File: src/rtl/arb2_rr.sv
`default_nettype none
// ============================================================================
// arb2_rr : two-requester round-robin arbiter with lock bursts and a
//           registered, back-pressurable output stage.   Rev 1.0
// ============================================================================
module arb2_rr #(
  parameter int WIDTH = 8
) (
  input  logic             clk,
  input  logic             reset_n,
  input  logic             req0_valid,
  input  logic             req1_valid,
  input  logic [WIDTH-1:0] req0_data,
  input  logic [WIDTH-1:0] req1_data,
  input  logic             req0_lock,
  input  logic             req1_lock,
  output logic             req0_ready,
  output logic             req1_ready,
  output logic             out_valid,
  output logic [WIDTH-1:0] out_data,
  input  logic             out_ready,
  output logic             sel,
  output logic             locked
);

  typedef enum logic [1:0] {
    ARB   = 2'd0,
    LOCK0 = 2'd1,
    LOCK1 = 2'd2
  } state_e;

  state_e           state_q;
  logic             last_q;
  logic             out_valid_q;
  logic             sel_q;
  logic [WIDTH-1:0] out_data_q;

  logic load;
  logic grant;
  logic grant_any;
  logic xfer0;
  logic xfer1;

  assign load = !out_valid_q || out_ready;

  always_comb begin
    grant     = 1'b0;
    grant_any = 1'b0;
    unique case (state_q)
      LOCK0: begin
        grant     = 1'b0;
        grant_any = 1'b1;
      end
      LOCK1: begin
        grant     = 1'b1;
        grant_any = 1'b1;
      end
      default: begin
        if (req0_valid && req1_valid) begin
          grant     = ~last_q;
          grant_any = 1'b1;
        end else if (req1_valid) begin
          grant     = 1'b1;
          grant_any = 1'b1;
        end else if (req0_valid) begin
          grant     = 1'b0;
          grant_any = 1'b1;
        end
      end
    endcase
  end

  // Gating with reset_n keeps both readys low for the whole reset window.
  assign req0_ready = reset_n && load && grant_any && !grant && req0_valid;
  assign req1_ready = reset_n && load && grant_any &&  grant && req1_valid;
  assign xfer0      = req0_ready;
  assign xfer1      = req1_ready;

  always_ff @(posedge clk or negedge reset_n) begin
    if (!reset_n) begin
      state_q     <= ARB;
      last_q      <= 1'b1;
      out_valid_q <= 1'b0;
      out_data_q  <= '0;
      sel_q       <= 1'b0;
    end else begin
      if (xfer0 || xfer1) begin
        out_valid_q <= 1'b1;
        out_data_q  <= xfer1 ? req1_data : req0_data;
        sel_q       <= xfer1;
        last_q      <= xfer1;
      end else if (load) begin
        out_valid_q <= 1'b0;
      end

      unique case (state_q)
        ARB: begin
          if (xfer0 && req0_lock)      state_q <= LOCK0;
          else if (xfer1 && req1_lock) state_q <= LOCK1;
        end
        LOCK0: begin
          if ((xfer0 && !req0_lock) || (load && !req0_valid)) state_q <= ARB;
        end
        LOCK1: begin
          if ((xfer1 && !req1_lock) || (load && !req1_valid)) state_q <= ARB;
        end
        default: state_q <= ARB;
      endcase
    end
  end

  assign out_valid = out_valid_q;
  assign out_data  = out_data_q;
  assign sel       = sel_q;
  assign locked    = (state_q == LOCK0) || (state_q == LOCK1);

endmodule
`default_nettype wire

File: config.mk
export PLATFORM = sky130hd
export DESIGN_NAME = arb2_rr
export DESIGN_NICKNAME = d
export VERILOG_FILES = /design/src/rtl/arb2_rr.sv
export SDC_FILE = /design/constraint.sdc
export NUM_CORES = 1
export LEC_CHECK = 0
export ABC_AREA = 1
export CORE_ASPECT_RATIO = 1.1
export CORE_MARGIN = 1
export CORE_UTILIZATION = 40
export DETAILED_ROUTE_END_ITERATION = 6
export GPL_TIMING_DRIVEN = 0
export PLACE_DENSITY = 0.81
export REMOVE_ABC_BUFFERS = 1
export SYNTH_ARGS = -nofsm -noshare
export SYNTH_HDL_FRONTEND = slang
export SYNTH_SLANG_ARGS = --single-unit
File: constraint.sdc
create_clock -name clk -period 1.6 [get_ports clk]
set_input_delay 0.16 -clock clk [delete_from_list [all_inputs] [get_ports clk]]
set_output_delay 0.16 -clock clk [all_outputs]
set_load 0.02 [all_outputs]
**Word-level counts from Yosys, hierarchy flattened**

Index checks and enable logic that the tools add are counted.

- Register bits after elaboration: 13
- Output and inout bits: 13

- Equality and inequality tests: 5
- Muxes and demuxes: 15
- Bitwise gates (word level): 1
- Reduce and logical (&&, ||, !) cells: 28

Operators by type and width:

| operator | count |
|---|---|
| $logic_and A1 B1 Y1 | 13 |
| $mux W1 | 8 |
| $mux W2 | 4 |
| $mux W8 | 1 |
| $logic_not A1 Y1 | 6 |
| $pmux W2 S3 | 1 |
| $logic_or A1 B1 Y1 | 5 |
| $ne A2 B2 Y1 const B | 2 |
| $ne A3 B3 Y1 const B | 1 |
| $reduce_and A3 Y1 | 1 |
| $eq A2 B1 Y1 const B | 1 |
| $eq A2 B2 Y1 const B | 1 |
| $logic_not A2 Y1 | 1 |
| $pmux W1 S2 | 1 |
| $reduce_bool A2 Y1 | 1 |
| $reduce_or A2 Y1 | 1 |
| $not A1 Y1 | 1 |

**Depth between registers and ports, before layout**

Gate-level depths: netlist of run 1.

- Depth in word-level cells: 11
- Mapped depth: 11
- Mapped depth without buffers: 11

**Worst setup path after synthesis of run 1**

No wires, ideal clock.

- Kind: reg-to-reg
- Start point: register state_q[0]
- End point: register state_q[1]
- Setup time: 117 ps
- Arrival: 1469 ps
- Data required time: 1483 ps
- Slack: 14 ps
- Stages on the path, launching flop included: 11
- Buffers on the path: 1
- Cells stage by stage: dfrtp_1 -> inv_1 -> ha_1 -> inv_1 -> nand3_2 -> nand2_2 -> nor2_4 -> buf_6 -> a21oi_2 -> nand4_1 -> nand2_1

- Longest elaborated chain between the ends: 10
- Elaborated cells on any way between the ends: 24
- Those cells by class: eq/ne (5); mux (4); reduce/logical (15)

RTL lines:

| item | line | source |
|---|---|---|
| from (decl) | 32 | `state_e state_q;` |
| from (signal assigned) | 81 | `state_q <= ARB;` |
| from (signal assigned) | 98 | `if (xfer0 && req0_lock) state_q <= LOCK0;` |
| from (signal assigned) | 99 | `else if (xfer1 && req1_lock) state_q <= LOCK1;` |
| $eq A2 B1 Y1 / $eq A2 B2 Y1 (equally long branches) | 49 | `unique case (state_q)` |
| $reduce_or A2 Y1 (no source line) | n/a |  |
| $mux W1 | 49 |  |
| $logic_and A1 B1 Y1 | 74 | `assign req0_ready = reset_n && load && grant_any && !grant && req0_valid;` |
| $logic_and A1 B1 Y1 (*) (2 in a row) | 74 |  |
| via req0_ready | 17 | `output logic req0_ready,` |
| $logic_and A1 B1 Y1 | 102 | `if ((xfer0 && !req0_lock) \|\| (load && !req0_valid)) state_q <= ARB;` |
| $logic_or A1 B1 Y1 | 102 |  |
| $ne A2 B2 Y1 (no source line) | n/a |  |
| $reduce_and A3 Y1 (no source line) | n/a |  |

Mark *: on every way through the listed nets, which the timed path passes. The rest lies on a longest branch.
A chain may end at the register's enable or synchronous reset.

**Final worst setup path of run 1**

- Start point: register state_q[0]
- End point: register out_data_q[3], in the netlist out_data[3]

- Longest elaborated chain between the ends: 7
- Elaborated cells on any way between the ends: 13
- Those cells by class: eq/ne (2); mux (3); reduce/logical (8)

RTL lines:

| item | line | source |
|---|---|---|
| $eq A2 B1 Y1 / $eq A2 B2 Y1 (equally long branches) | 49 |  |
| $reduce_or A2 Y1 (no source line) | n/a |  |
| $mux W1 | 49 |  |
| $logic_and A1 B1 Y1 | 74, 75 |  |
| $logic_and A1 B1 Y1 (on tied branches) (2 in a row) | 75, 74 |  |
| $mux W8 / $logic_or A1 B1 Y1 (equally long branches) | 89, 87 |  |
| to (signal assigned) | 89 | `out_data_q <= xfer1 ? req1_data : req0_data;` |
| to (decl) | 36 | `logic [WIDTH-1:0] out_data_q;` |

Parallel ways exist; a longest one is shown, timed or not.

==> run_results.csv, run 1 <==
group,metric,value,unit
timing,period_needed,1.735,ns
timing,slew_headroom,0.6410,
setup_path,critPathMaxFanout,6,
final_layout,syn2layout_area_growth,82.10,%
global_routing,grt_start_max_net_pins,13,
setup_path,cp-start-kind,"flop",
pwr,netSwitchingPower,0.0009333,W
drt,drcViolationCount,0,
drt,viasPerCell,5.436,
drt,wl,2485,µm
placement,io_buffers,35,
pwr,power.share.clock,0.093,
placement,dp_hpwl,1330,µm
worst_hold_path,worstHoldPathType,"in -> reg",
floorplanning,core-area,1802,µm²
status,failed_checks,"setup timing",
floorplanning,num_io_pins,36,
cts,clock_latency,0.27,ns
pwr,combPwrFrac,0.635,
timing,hold_viol,0,
global_routing,grt_pass1_wl,3243,µm
cts,clkTransAtPathRegs,0.08,ns
cts,htreeDepth,1,
drt,vias,935,
cts,cts_buffer_depth,2,
run,drv_cap,0,
global_routing,grt_overflow,0,
synth,synthCells,99,
cts,tritoncts,"done",
timing,fin_ws,-0.1351,ns
final_layout,diodes,0,
synth,ys_seq_elements,13,
pwr,sequentialPowerShare,0.272,
final_layout,num-nets-final,181,
synth,netlist_area,775.7,µm²
final_layout,drive_gt1_frac,0.3182,
timing,clock_skew,0.006065,ns
global_routing,antenna_found_initial,0,
final_layout,stdcell_area,1413,µm²
cts,numCtsBuffers,3,
synth,ys_seq_area_frac,0.4210,
pwr,p_sw_frac,0.4300,
drt,ant_nets,0,
placement,gp_congestion,0.8518,
placement,pre_cts_ws,-0.9186,ns
drt,wl_per_cell,14.45,µm
synth,postSynthAreaPerCell,7.836,µm²
timing,setup_viol,13,
placement,place_area,1119,µm²
cts,clockRootBuffer,"clkbuf_4",
floorplanning,fp.dieW,43.99,µm
synth,ys_types,19,
setup_path,setup.worst_path.class,"reg -> reg",
global_routing,grt_pass1_vias,759,
pwr,power_density,1536,nW/µm²
cts,clock_sinks,13,
setup_path,arrival,1.88,ns
drt,drtPass1Iterations,7,
timing,max_slew.worst_pin.slew,0.5368,ns
pwr,power.internal,0.001237,W
pwr,power_leakage,0.6881,nW
setup_path,cp_data_required_time,1.75,ns
synth,ys_warn_count,0,
floorplanning,row_count,16,
drt,drt_first_iter_violations,22,
setup_path,end_kind,"flop",
floorplanning,die_height,48.19,µm
timing,rsz0062_at_grt,"yes",
timing,max_freq,0.5764,GHz
global_routing,grt_usage,0.2181,
floorplanning,dieArea,2120,µm²
pwr,irDropWorstVdd,1060,µV
status,outcome,"complete, but fails checks",
timing,slew_violations,0,
timing,finalCritPeriodShare,1.084,
floorplanning,initial_utilization,0.4306,
routing by layer:
layer	global-route usage	up-vias	wire length, µm
li1	-	431	-
met1	0.2570	431	914
met2	0.3791	65	1301
met3	0.04444	8	204
met4	0.1273	0	64
met5	0	-	0
stage by stage:
| stage | std cells | util | total power [W] | hold WS (ns) | TNS [ns] |
|---|---|---|---|---|---|
| after global placement | 149 | 0.6208 | 0.001571 | 0.4516 | -9.728 |
| after global routing | 172 | 0.7840 | 0.002289 | 0.4787 | -1.687 |
| final | 172 | 0.7840 | 0.002170 | 0.4489 | -1.138 |
| after CTS | 164 | 0.7222 | 0.002007 | 0.4474 | -0.3539 |
| after floorplan | 96 | - | 0.001157 | -0.1356 | -2.472 |
| after detailed placement | 149 | 0.6208 | 0.001599 | 0.4562 | -9.563 |
worst max-delay path, cell delays in order, from the launching register on:
cell	delay (ns)
dfrtp_1	0.39
inv_2	0.07
buf_4	0.15
ha_4	0.15
nand2_2	0.09
nand2_4	0.10
nor2_4	0.15
buf_8	0.16
clkinvlp_4	0.15
nand3_1	0.12
nand3_1	0.08
synth_stat cells:
master,n,area [µm²]
nand2_1,29,108.9
dfstp_2,1,26.28
a21oi_1,1,5.000
dfrtp_1,12,300.3
buf_6,2,22.52
nor2_2,1,6.260
buf_4,1,7.510
nand2_2,4,25.02
inv_2,1,3.750
a21boi_0,2,15.01
nand3_2,2,20.02
ha_1,3,37.54
nand3b_1,1,7.510
a21oi_2,1,8.760
nor2_4,1,11.26
inv_1,12,45.04
nand4_1,2,12.51
nor2_1,2,7.510
nand3_1,21,105.1
registers in the layout, summed over array words and instances (netlist names):
signal and cells:
out_data 8, out_valid 1, last_q 1, state_q 2
sel 1
power groups by stage:
stage               Sequential (W)  Combinational [W]  Clock, W
floorplan                 0.000717           0.000440         0
global placement          0.000571            0.00100         0
detailed placement        0.000579            0.00102         0
CTS                       0.000570            0.00124  0.000200
global route              0.000600            0.00147  0.000219
finish                    0.000590            0.00138  0.000201
final timing paths:
check	from	end	slack, ns	depth (start not counted)
setup / recovery	state_q[0]	out_data[3]	-0.14	10
hold / removal	req0_data[6]	out_data[6]	0.45	3
setup reg to reg	state_q[0]	out_data[3]	-0.14	10
hold reg to reg	last_q	last_q	0.48	2
max in group asynchronous	reset_n	out_data[1]	0.66	2
min in group asynchronous	reset_n	last_q	0.54	2
cell families (layout without fill, tap and decap cells):
group / Yosys count / after routing / synth area share
simple gates: 63 / 63 / 0.3919
buf+inv: 16 / 71 / 0.1016
flops: 13 / 13 / 0.4210
compound gates: 4 / 4 / 0.03709
fa+ha+maj: 3 / 3 / 0.04839
cell usage in the layout, fill, tap and decap left out, types with 2 or more instances in the layout:
cell type         n
nand2_1          26
clkbuf_4          3
nand2_4           3
clkinvlp_4        2
ha_4              2
buf_4            14
inv_1             8
nor2_1            2
dfrtp_1          12
clkdlybuf4s50_1  31
buf_6             2
inv_2             3
buf_8             2
nand3_2           8
nand3_1          15
nand2_2           3
a21boi_0          2
nand4_1           2
dlygate4sd3_1     2
area by class of cell:
type                       count  area, µm²
fill                         120      389.1
timing repair inverter         1      7.507
inverter                      13      65.06
timing repair buffer          53      503.0
multi-input combinational     70      461.7
sequential                    13      326.6
clock buffer                   4      26.28
tap                           18      22.52
what timing repair did:
| action | 4_1_cts | 5_1_grt |
|---|---|---|
| gates resized for setup | 33 | 14 |
| pin swaps | 7 | 7 |
| cloned | 1 | 0 |
| hold buffers | 2 | 0 |
| setup buffers | 8 | 8 |
| setup endpoints to repair | 16 | 15 |
| endpoints found under the hold margin | 12 | 0 |
Note: power is estimated with default switching activity, not from simulation.
==> inputs of run 2 (changes only) <==
- SLEW_MARGIN: unset -> 0
==> results of run 2 <==
The final DEF is identical to that of run 1; final timing and power are the same.
